===== config.mk =====
export PLATFORM = sky130hd
export DESIGN_NAME = umul_bi_array
export DESIGN_NICKNAME = d
export VERILOG_FILES = /design/src/rtl/umul_bi_array.sv
export SDC_FILE = /design/constraint.sdc
export NUM_CORES = 1
export LEC_CHECK = 0
export ABC_AREA = 1
export BUFFER_PORTS_ARGS = -buffer_cell sky130_fd_sc_hd__buf_2
export CORE_MARGIN = 2
export CORE_UTILIZATION = 50
export CTS_CLUSTER_DIAMETER = 50
export DETAILED_ROUTE_END_ITERATION = 10
export GPL_TIMING_DRIVEN = 0
export PLACE_DENSITY = 0.69
export SLEW_MARGIN = 20
export SYNTH_ARGS = -nofsm -noshare
export SYNTH_HDL_FRONTEND = slang
export SYNTH_SLANG_ARGS = --single-unit

===== constraint.sdc =====
create_clock -name clk -period 2.2 [get_ports clk]
set_clock_uncertainty 0.2 [all_clocks]
set_input_delay 0.22 -clock clk [delete_from_list [all_inputs] [get_ports clk]]
set_output_delay 0.22 -clock clk [all_outputs]
set_load 0.05 [all_outputs]

===== src/rtl/umul_bi_array.sv =====
// umul_bi_array: N-channel bipolar unary multiplier; weights commit at 2^W-cycle window wraps.
// Define UMUL_BI_ACC_EN to add the per-window ones counters (oAcc, oAccValid).
module umul_bi_array #(
    parameter int N = 4,
    parameter int W = 8
) (
    input  logic               clk,
    input  logic               rst_n,
    input  logic               en,
    input  logic [N-1:0]       iA,
    input  logic [N*W-1:0]     wData,
    input  logic               wValid,
    output logic               wReady,
    output logic [N-1:0]       oC,
    output logic               oWinDone
`ifdef UMUL_BI_ACC_EN
    ,
    output logic [N*(W+1)-1:0] oAcc,
    output logic               oAccValid
`endif
);
    typedef enum logic {EMPTY, RUN} state_t;
    state_t              state_q, state_d;
    logic                pending_q, pending_d;
    logic [W-1:0]        win_q, win_d;
    logic [N-1:0][W-1:0] w_sh_q, w_sh_d, w_act_q, w_act_d;
    logic [N-1:0][W-1:0] cnt_f_q, cnt_f_d, cnt_r_q, cnt_r_d;
    logic                done_q;
    logic                run, accept, wrap, commit;

    function automatic logic [W-1:0] rev(input logic [W-1:0] v);
        logic [W-1:0] r;
        for (int i = 0; i < W; i++) r[i] = v[W-1-i];
        return r;
    endfunction

    assign wReady = ~pending_q;

    always_comb begin
        run       = state_q == RUN;
        accept    = wValid & ~pending_q;
        wrap      = run & en & (&win_q);
        commit    = pending_q & (~run | wrap);
        state_d   = commit ? RUN : state_q;
        pending_d = accept | (pending_q & ~commit);
        w_sh_d    = accept ? wData : w_sh_q;
        w_act_d   = commit ? w_sh_q : w_act_q;
        win_d     = commit ? '0 : win_q + W'(run & en);
        oC        = '0;
        cnt_f_d   = cnt_f_q;
        cnt_r_d   = cnt_r_q;
        for (int c = 0; c < N; c++) begin
            cnt_f_d[c] = commit ? '0 : cnt_f_q[c] + W'(run & en & iA[c]);
            cnt_r_d[c] = commit ? '0 : cnt_r_q[c] + W'(run & en & ~iA[c]);
            oC[c] = run & en & (iA[c] ? (w_act_q[c] > rev(cnt_f_q[c])) : (w_act_q[c] <= rev(cnt_r_q[c])));
        end
    end

    always_ff @(posedge clk or negedge rst_n) begin
        if (!rst_n) begin
            state_q   <= EMPTY;
            pending_q <= 1'b0;
            win_q     <= '0;
            w_sh_q    <= '0;
            w_act_q   <= '0;
            cnt_f_q   <= '0;
            cnt_r_q   <= '0;
            done_q    <= 1'b0;
        end else begin
            state_q   <= state_d;
            pending_q <= pending_d;
            win_q     <= win_d;
            w_sh_q    <= w_sh_d;
            w_act_q   <= w_act_d;
            cnt_f_q   <= cnt_f_d;
            cnt_r_q   <= cnt_r_d;
            done_q    <= wrap;
        end
    end

    assign oWinDone = done_q;

`ifdef UMUL_BI_ACC_EN
    logic [N-1:0][W:0] ones_q, ones_d, acc_q, acc_d;

    // The wrap cycle's own product bit is folded into the reported count.
    always_comb begin
        ones_d = ones_q;
        acc_d  = acc_q;
        for (int c = 0; c < N; c++) begin
            ones_d[c] = wrap ? '0 : ones_q[c] + (W+1)'(oC[c]);
            acc_d[c]  = wrap ? ones_q[c] + (W+1)'(oC[c]) : acc_q[c];
        end
    end

    always_ff @(posedge clk or negedge rst_n) begin
        if (!rst_n) begin
            ones_q <= '0;
            acc_q  <= '0;
        end else begin
            ones_q <= ones_d;
            acc_q  <= acc_d;
        end
    end

    assign oAcc      = acc_q;
    assign oAccValid = done_q;
`endif
endmodule


Yosys cells after proc, flatten, opt, wreduce, memory -nomap -nowiden
Index checks and enable logic that the tools add are counted.
- register bits: 139
- latch bits: 0
- bits in writable memories: 0
- ROM bits: 0
- input port bits: 40
- output and inout bits: 6
- word-level logic and storage cells: 78
- memories kept: 0
- $add $sub $neg: 9
- multiply operators: 0
- div/mod/pow operators: 0
- magnitude comparators: 8
- eq/ne operators: 0
- shift operators: 0
- muxes and demuxes: 13
- bitwise logic cells: 27
- reductions and logical operators: 1
- operators with widths (kind ; count):
    8-bit adder ; 9
    8-bit two-way mux ; 9
    8-bit by 1-bit bitwise AND with 8-bit output ; 4
    8-bit greater-than comparator ; 4
    8-bit less-or-equal comparator ; 4
    1-bit inverter with 8-bit output ; 4
    8-bit bitwise AND ; 3
    1-bit bitwise AND ; 10
    1-bit by 8-bit bitwise AND with 8-bit output ; 1
    8-bit AND reduction ; 1
    1-bit two-way mux ; 4
    1-bit inverter ; 3
    1-bit OR ; 2

Depth between registers and ports, before layout
Gate-level depths: netlist of run 1.
- depth after elaboration: 7
- gate-level depth with buffers: 12
- gate-level depth less buffers: 12

Worst setup path after synthesis of run 1
OpenSTA, ideal clock, no wires.
- path type: register to output
- start: register cnt_r_q[2] in the netlist's numbering
- end: output port oC[0]
- arrival time: 1.419 ns
- required time: 1.780 ns
- setup slack: 0.361 ns
- cell stages (with the launch flop): 10
- path buffers: 0
- path through: dfrtp_1 -> inv_1 -> ha_1 -> a21oi_1 -> nor2_1 -> nor2_1 -> nand2_1 -> nand2_1 -> nand2_1 -> nand2_1
- word-level cells in the longest chain between the ends: 3
- RTL lines (element ; line ; text):
    from (decl) ; 27 ; logic [N-1:0][W-1:0] cnt_f_q, cnt_f_d, cnt_r_q, cnt_r_d;
    from (signal assigned) ; 76 ; cnt_r_q <= cnt_r_d;
    8-bit less-or-equal comparator ; 55 ; oC[c] = run & en & (iA[c] ? (w_act_q[c] > rev(cnt_f_q[c])) : (w_act_q[c] <= rev(cnt_r_q[c])));
    1-bit two-way mux ; 55 ;
    1-bit bitwise AND ; 55 ;
    to (decl) ; 14 ; output logic [N-1:0] oC,
Every way passes these cells.

Worst setup path after layout of run 1
- start: register w_act_q[29] in the netlist's numbering
- end: output port oC[3]
- word-level cells in the longest chain between the ends: 3
- elaborated cells between the ends (all ways): 4
- those cells by class: order compare (2); mux (1); bitwise (1)
- RTL lines (element ; line ; text):
    from (decl) ; 26 ; logic [N-1:0][W-1:0] w_sh_q, w_sh_d, w_act_q, w_act_d;
    from (signal assigned) ; 74 ; w_act_q <= w_act_d;
    8-bit less-or-equal comparator or 8-bit greater-than comparator (tied branches) ; 55 ;
    1-bit two-way mux * ; 55 ;
    1-bit bitwise AND * ; 55 ;
Every way passes the cells marked *; elsewhere a longest branch is shown, timed or not.

==> results of run 1 <==
==> final cells by class <==
type	count	area (um2)	share of cell area [%]
Buffer	28	198.9	2.012
Tap cell	188	235.2	2.379
Timing Repair Buffer	118	925.9	9.365
Inverter	94	357.8	3.619
Multi-Input combinational cell	573	4038	40.84
Clock buffer	19	452.9	4.581
Clock inverter	13	188.9	1.911
Sequential cell	139	3490	35.29
==> state kept, by name (all words and copies together), names as in the netlist <==
register / cells
cnt_f_q: 32
cnt_r_q: 32
w_act_q: 32
w_sh_q: 32
win_q: 8
oWinDone: 1
pending_q: 1
run: 1
==> power by group <==
group | total (W) | internal (W) | leakage [nW] | switching (W)
registers | 0.00414 | 0.00347 | 1.71 | 0.000675
logic | 0.00427 | 0.00208 | 2.85 | 0.00219
clock network | 0.00311 | 0.00196 | 0.310 | 0.00114
==> per-layer routing <==
| layer | global-route usage (%) | wire, um |
|---|---|---|
| met5 | 0 | 0 |
| met4 | 5.430 | 212 |
| met3 | 5.134 | 826 |
| met2 | 39.60 | 9005 |
| met1 | 29.64 | 7844 |
==> through the flow <==
step	util, %	instance area [um2]	worst slack (ps)	power [W]
after global placement	53.85	8157	-1272	0.007243
after CTS	63.78	9661	-44.16	0.01124
after detailed placement	54.10	8194	-12.62	0.007373
final	65.28	9887	-57.86	0.01152
after global routing	65.28	9887	-179.5	0.01238
after floorplan	-	7696	360.9	0.006540
==> worst min-delay path, stage by stage <==
cell	delay, ps
buf_2	110
nand2_1	190
mux2_2	190
==> what timing repair did <==
| action | 4_1_cts | 5_1_grt |
|---|---|---|
| setup endpoints to repair | 6 | 13 |
| cloned | 0 | 0 |
| endpoints found under the hold margin | 96 | 0 |
| pin swaps | 50 | 20 |
| setup buffers | 25 | 14 |
| hold buffers | 33 | 0 |
| gates resized for setup | 67 | 29 |
==> synthesized netlist by cell type (5+ instances only) <==
| cell | count | area (um2) |
|---|---|---|
| a21boi_0 | 18 | 135.1 |
| a21oi_1 | 66 | 330.3 |
| a22oi_1 | 13 | 97.59 |
| buf_2 | 6 | 30.03 |
| buf_4 | 7 | 52.55 |
| buf_6 | 8 | 90.09 |
| clkbuf_1 | 7 | 26.28 |
| dfrtp_1 | 139 | 3478 |
| ha_1 | 82 | 1026 |
| inv_1 | 93 | 349.1 |
| mux2_2 | 32 | 360.4 |
| nand2_1 | 183 | 686.9 |
| nand3_1 | 55 | 275.3 |
| nand4_1 | 13 | 81.33 |
| nor2_1 | 44 | 165.2 |
| nor3_1 | 5 | 25.02 |
| o21ai_0 | 10 | 50.05 |
| xnor2_1 | 10 | 87.58 |
| xor2_1 | 29 | 254.0 |
==> cell families after synthesis <==
logic type,Yosys count,share of synthesized area [%]
and+or+nand+nor,305,16.44
DFF,139,45.20
buffers and inverters,122,7.170
xor gates and xnor gates,39,4.438
muxes,32,4.682
AOI/OAI and AO/OA,115,8.747
adders and majority gates,82,13.33
==> how the worst min path moves through the flow <==
stage | end | from | depth (start not counted)
after global routing | w_sh_q[7]$_DFFE_PN0P_ | wValid | 3
final | w_sh_q[7]$_DFFE_PN0P_ | wValid | 3
after floorplan | cnt_f_q[0]$_DFF_PN0_ | rst_n | 0
after CTS | w_sh_q[23]$_DFFE_PN0P_ | wValid | 3
after detailed placement | cnt_r_q[21]$_DFF_PN0_ | rst_n | 1
after global placement | w_sh_q[12]$_DFFE_PN0P_ | wData[12] | 2
==> flow_summary.yaml, run 1 <==
flow_run:
  drv_cap: 0
clocking:
  cts_root_buf: "clkbuf_16"
  cts_num_sinks: 139
  clk_pin_slew_worst_paths_ps: 60
  worstSkewPairLatency_ps: 430
  cts_made_buffers: 17
  h-tree-depth: 4
  clock_path_buffers: 2
  cts_tree: "yes"
timing:
  finalHoldViolCount: 0
  fin_setup_tns_ps: -105.6
  whs_ps: 117.2
  setup_viol_count_final: 4
  finalMaxSlewViolations: 0
  max_freq_ghz: 0.4429
  worst_slew_pin_slew_ps: 687.7
  layout_setup_ws_ps: -57.86
  finalCritPeriodShare_pct: 102.6
  slew_headroom_pct: 54.15
  rsz0062_at_grt: "true"
  period_needed_ps: 2258
routing:
  routedWlPerCell_um: 15.26
  dr.pass1.iters: 4
  ant_nets: 0
  vias_per_cell: 5.162
  wirelength_um: 17890
  route.detailed.drc: 0
  drt_iter0_markers: 295
  vias: 6050
floorplanning:
  die_y_um: 128.1
  io_pins: 46
  dieWidth_um: 128.1
  rows: 45
  die-area_um2: 16400
  start_util_pct: 50.81
  core-area_um2: 15150
worst_setup_path:
  timing.critical_path.mode_cell: "nand2_1"
  path_cells: "ha_1, a21oi_1, nor2_1, nor2_1, nand2_1, nand2_1, nand2_1, nand2_2, buf_8"
  rr_worst_depth: 10
  slowest_stage: "dfrtp_1"
  crit_type: "reg -> out"
  path_delay_family: "flip-flops"
  cp-startpoint: "w_act_q[29]$_DFFE_PN0P_"
  cp-start-kind: "flip-flop"
  crit_path_max_fanout: 3
  endpoint_kind: "primary output"
  critPathMaxStageDelay_ps: 420
  r2r_slack_ps: 130
  critPathCapture: "oC[3]"
  crit_arrival_ps: 1840
  regToRegStartpoint: "run$_DFFE_PN0P_"
  crit_buf_inv: 1
  r2r-end: "cnt_f_q[30]$_DFF_PN0_"
  cp.required_ps: 1780
  cp.depth: 9
finish:
  nets: 1093
  layout_common_cells: "171 x nand2_1, 130 x dfrtp_1, 76 x inv_1"
  layout.cells.most_common: "nand2_1"
  antennaDiodeCount: 0
  syn2layout_area_growth_pct: 28.47
  fillers: 1239
  fin_cells: 1172
  drive_gt1_share_pct: 25.51
global_route:
  grt_util_all_layers_pct: 22.98
  grt.overflow.total: 0
  antenna_found_initial: 0
  grt_pass1_wl_um: 29240
  grt_pass1_vias: 6046
  grt_max_degree: 76
worst_hold_path:
  hold_class: "in -> reg"
power_and_ir_drop:
  power_density_nw_per_um2: 1165
  vdd_ir_drop_max_mv: 0.6749
  power.leakage_nw: 4.873
placement:
  globalplace.congestion: 0.8201
  dp_cells: 1068
  port_buffers: 45
  hpwl_um: 11800
run_status:
  violations: "negative setup slack"
  status: "complete, but fails checks"
yosys:
  syn_inst: 834
  ys_ff_latch: 139
  synth_fp_nets: 956
  yosys_most_used_dff: "dfrtp_1"
  synth-edff-count: 0
  synth.distinct_cells: 25
  seq_area_frac_synth_pct: 45.20
  async_reset_ff_share_pct: 100.0
  synth_area_um2: 7696
  yosysWarningCount: 0
  synth_area_per_cell_um2: 9.228
(Power assumes the default switching activity.)
==> run 2, diff against run 1 <==
- ABC_CLOCK_PERIOD_IN_PS: unset -> 2200
- RECOVER_POWER: unset -> 25
==> flow_summary.yaml, run 2 (synthesized netlist as in run 1, its figures left out) <==
timing:
  setup_viol_count_final: 4
  slew_headroom_pct: 3.441
  worst_slew_pin_slew_ps: 1448
  period_needed_ps: 2258
  finalMaxSlewViolations: 0
  layout_setup_ws_ps: -57.87
  finalCritPeriodShare_pct: 102.6
  finalHoldViolCount: 0
  rsz0062_at_grt: "true"
  max_freq_ghz: 0.4429
worst_hold_path:
  hold_class: "in -> reg"
  hold_depth: 3
  hp-start: "wValid"
  min_to: "w_sh_q[7]$_DFFE_PN0P_"
worst_setup_path:
  regToRegStartpoint: "run$_DFFE_PN0P_"
  r2r_slack_ps: 130
  cp.required_ps: 1780
  crit_arrival_ps: 1840
  rr_worst_depth: 10
  cp-start-kind: "flip-flop"
  crit_type: "reg -> out"
  r2r-end: "cnt_f_q[30]$_DFF_PN0_"
  endpoint_kind: "primary output"
  crit_path_max_fanout: 3
power_and_ir_drop:
  power.leakage_nw: 4.870
  vdd_ir_drop_max_mv: 0.6749
  power_density_nw_per_um2: 1166
finish:
  fillers: 1240
  layout_common_cells: "171 x nand2_1, 130 x dfrtp_1, 76 x inv_1"
  final_cell_area_um2: 9877
  fin_cells: 1172
  drive_gt1_share_pct: 25.51
  antennaDiodeCount: 0
  layout.cells.most_common: "nand2_1"
  nets: 1093
  syn2layout_area_growth_pct: 28.34
global_route:
  grt_util_all_layers_pct: 22.98
  antenna_found_initial: 0
  grt.overflow.total: 0
  grt_pass1_wl_um: 29240
  grt_max_degree: 76
  grt_pass1_vias: 6046
routing:
  routedWlPerCell_um: 15.26
  vias: 6050
  route.detailed.drc: 0
  vias_per_cell: 5.162
  dr.pass1.iters: 4
  ant_nets: 0
  drt_iter0_markers: 295
  wirelength_um: 17890
floorplanning:
  die_y_um: 128.1
  dieWidth_um: 128.1
  start_util_pct: 50.81
  rows: 45
  io_pins: 46
  die-area_um2: 16400
  core-area_um2: 15150
placement:
  globalplace.congestion: 0.8201
  port_buffers: 45
  hpwl_um: 11800
  placed_area_um2: 8194
  dp_cells: 1068
clocking:
  clock_path_buffers: 2
  cts_root_buf: "clkbuf_16"
  cts_tree: "yes"
  cts_num_sinks: 139
  worstSkewPairLatency_ps: 430
  cts_made_buffers: 17
  h-tree-depth: 4
  clk_pin_slew_worst_paths_ps: 60
run_status:
  status: "complete, but fails checks"
  violations: "negative setup slack"
flow_run:
  drv_cap: 0
-- run 2: area by class of cell --
cell class,instances,area (um2),share of cell area (%)
timing repair buffer,118,915.9,9.273
buffer,28,198.9,2.014
sequential,139,3490,35.33
clock inverter,13,188.9,1.913
multi-input combinational,573,4038,40.88
tap,188,235.2,2.382
clock buffer,19,452.9,4.586
inverter,94,357.8,3.623
-- run 2: worst max path at each step --
stage,startpoint,to,slack (ps)
2_1_floorplan,cnt_r_q[2]$_DFF_PN0_,oC[0],360
3_3_place_gp,rst_n,cnt_r_q[5]$_DFF_PN0_,-1270
3_5_place_dp,run$_DFFE_PN0P_,cnt_f_q[30]$_DFF_PN0_,-10
4_1_cts,w_act_q[31]$_DFFE_PN0P_,oC[3],-40
5_1_grt,cnt_r_q[26]$_DFF_PN0_,oC[3],-180
6_report,w_act_q[29]$_DFFE_PN0P_,oC[3],-60
-- run 2: metal layers --
layer | global-route usage, % | vias to the layer above | wire (um) | share of wire, %
met4 | 5.430 | 0 | 212 | 1.2
met2 | 39.60 | 96 | 9004 | 50
met5 | 0 | - | 0 | 0
met1 | 29.64 | 2917 | 7844 | 44
li1 | - | 3023 | - | -
met3 | 5.134 | 14 | 826 | 4.6
-- run 2: power breakdown --
| group | leakage (nW) | internal [W] | total (W) | switching [W] |
|---|---|---|---|---|
| sequential | 1.71 | 0.00347 | 0.00414 | 0.000675 |
| combinational | 2.85 | 0.00207 | 0.00427 | 0.00219 |
| clock | 0.310 | 0.00196 | 0.00311 | 0.00114 |
-- run 2: per-stage QoR --
step	TNS, ps	hold WS, ps	setup slack, ps	utilization [%]	power, W
2_1_floorplan	0	-275.6	360.9	-	0.006540
4_1_cts	-131.0	114.8	-44.16	63.78	0.01124
5_1_grt	-2262	162.6	-179.5	65.21	0.01238
6_report	-105.6	117.2	-57.87	65.21	0.01151
3_3_place_gp	-175300	251.4	-1272	53.85	0.007243
3_5_place_dp	-12.62	-0.6745	-12.62	54.10	0.007373
-- run 2: critical path: stages (launching register included) --
cell     delay [ps]
dfrtp_1         420
ha_1            300
a21oi_1         140
nor2_1           60
nor2_1           80
nand2_1          60
nand2_1          60
nand2_1          60
nand2_2          90
buf_8           140
-- run 2: timing repair --
item / in CTS / in global routing
pin swaps: 50 / 20
resized for setup: 67 / 29
setup buffers: 25 / 14
hold buffers: 33 / 0
endpoints found under the hold margin: 96 / 0
endpoints found under the setup margin: 6 / 13
==> run 3, diff against run 2 <==
- PLACE_DENSITY: 0.69 -> 0.68
==> flow_summary.yaml, run 3 (synthesized netlist as in run 1, its figures left out) <==
routing:
  vias_per_cell: 5.122
  dr.pass1.iters: 7
  route.detailed.drc: 0
  vias: 5977
  wirelength_um: 18040
  routedWlPerCell_um: 15.46
  drt_iter0_markers: 317
  ant_nets: 0
timing:
  rsz0062_at_grt: "true"
  layout_setup_ws_ps: -75.15
  whs_ps: 130.9
  period_needed_ps: 2275
  max_freq_ghz: 0.4395
  slew_headroom_pct: 18.42
  worst_slew_pin_slew_ps: 1224
  finalCritPeriodShare_pct: 103.4
  finalMaxSlewViolations: 0
  setup_viol_count_final: 4
  fin_setup_tns_ps: -212.6
  finalHoldViolCount: 0
power_and_ir_drop:
  power.leakage_nw: 4.823
  vdd_ir_drop_max_mv: 0.6841
  power_density_nw_per_um2: 1158
  p_total_w: 0.01136
worst_setup_path:
  crit_path_max_fanout: 2
  crit_type: "reg -> out"
  critPathMaxStageDelay_ps: 410
  endpoint_kind: "primary output"
  cp.required_ps: 1780
  path_cells: "buf_4, ha_4, a21oi_1, o21a_1, nand2_1, nand2_1, nand2_2, buf_8"
  crit_arrival_ps: 1860
  cp-start-kind: "flip-flop"
  slowest_stage: "dfrtp_1"
  timing.critical_path.mode_cell: "nand2_1"
placement:
  dp_cells: 1068
  hpwl_um: 11760
  port_buffers: 45
  globalplace.congestion: 0.7961
finish:
  antennaDiodeCount: 0
  fillers: 1218
  nets: 1088
  drive_gt1_share_pct: 25.64
  utilization_pct: 64.80
  layout_common_cells: "170 x nand2_1, 129 x dfrtp_1, 72 x inv_1"
  fin_cells: 1167
  multi_input_area_um2: 4058
  syn2layout_area_growth_pct: 27.52
  layout.cells.most_common: "nand2_1"
  final-seq-area_um2: 3491
floorplanning:
  dieWidth_um: 128.1
  io_pins: 46
  die-area_um2: 16400
  rows: 45
  core-area_um2: 15150
  start_util_pct: 50.81
  die_y_um: 128.1
global_route:
  grt_pass1_wl_um: 29220
  grt_util_all_layers_pct: 23.13
  grt_pass1_vias: 6003
  grt.overflow.total: 0
  antenna_found_initial: 0
  grt_max_degree: 93
run_status:
  status: "complete, but fails checks"
  violations: "negative setup slack"
clocking:
  cts_num_sinks: 139
  cts_tree: "yes"
  clk_pin_slew_worst_paths_ps: 60
  cts_made_buffers: 17
  worstSkewPairLatency_ps: 430
  cts_root_buf: "clkbuf_16"
  clock_path_buffers: 2
  h-tree-depth: 4
worst_hold_path:
  hold_class: "in -> reg"
flow_run:
  drv_cap: 0
## run 3: cell types whose count changed in the layout (fill, tap and decap cells not counted), sizes merged
cell,previous run,this run
bufinv,4,3
inv,95,97
buf,106,100
## run 3: through the flow
step	setup slack [ps]	instance area (um2)
2_1_floorplan	360.9	7696
3_3_place_gp	-1311	8157
3_5_place_dp	-29.74	8194
4_1_cts	-80.09	9425
5_1_grt	-176.8	9814
6_report	-75.15	9814
## run 3: layer usage
layer / vias to the layer above / routed length, um / share of wire (%) / global-route usage [%]
li1: 3021 / - / - / -
met1: 2832 / 8112 / 45 / 29.30
met2: 100 / 9028 / 50 / 40.01
met3: 24 / 580 / 3.2 / 4.132
met4: 0 / 318 / 1.8 / 8.016
met5: - / 0 / 0 / 0
## run 3: worst paths after layout
check | start | slack (ps) | cells after the start | end
worst max-delay path | w_act_q[21]$_DFFE_PN0P_ | -80 | 8 | oC[2]
worst min-delay path | iA[2] | 130 | 5 | cnt_f_q[16]$_DFF_PN0_
worst max register to register | run$_DFFE_PN0P_ | 120 | 10 | cnt_f_q[22]$_DFF_PN0_
worst min register to register | w_act_q[24]$_DFFE_PN0P_ | 280 | 2 | w_act_q[24]$_DFFE_PN0P_
max in group asynchronous | rst_n | 350 | 3 | w_act_q[1]$_DFFE_PN0P_
min in group asynchronous | rst_n | 390 | 2 | cnt_r_q[19]$_DFF_PN0_
## run 3: critical path, delay by kind of cell (launching register included)
kind | cells | cell delay, ps
adder cells (fa/ha/maj) | 1 | 250
buffers and inverters | 2 | 310
AND/OR/NAND/NOR | 3 | 210
AO/OA/AOI/OAI | 2 | 230
flip-flops | 1 | 410
## run 3: area by class of cell
cell class | count | share of cell area, %
buffer | 28 | 2.027
inverter | 94 | 3.621
clock buffer | 18 | 4.373
clock inverter | 14 | 1.721
tap | 188 | 2.397
multi-input combinational | 573 | 41.34
timing repair buffer | 113 | 8.950
sequential | 139 | 35.57
## run 3: repair_timing
item	in CTS	in global routing
cloned	0	0
pin swaps	39	29
setup endpoints to repair	7	9
endpoints found under the hold margin	171	0
hold buffers	33	0
gates resized for setup	43	59
setup buffers	15	19
## run 3: power breakdown
part	switching (W)	total, W	leakage [nW]	internal (W)
Clock	0.00117	0.00295	0.291	0.00179
Combinational	0.00221	0.00427	2.82	0.00205
Sequential	0.000677	0.00414	1.71	0.00347
Total	0.00406	0.0114	4.82	0.00731
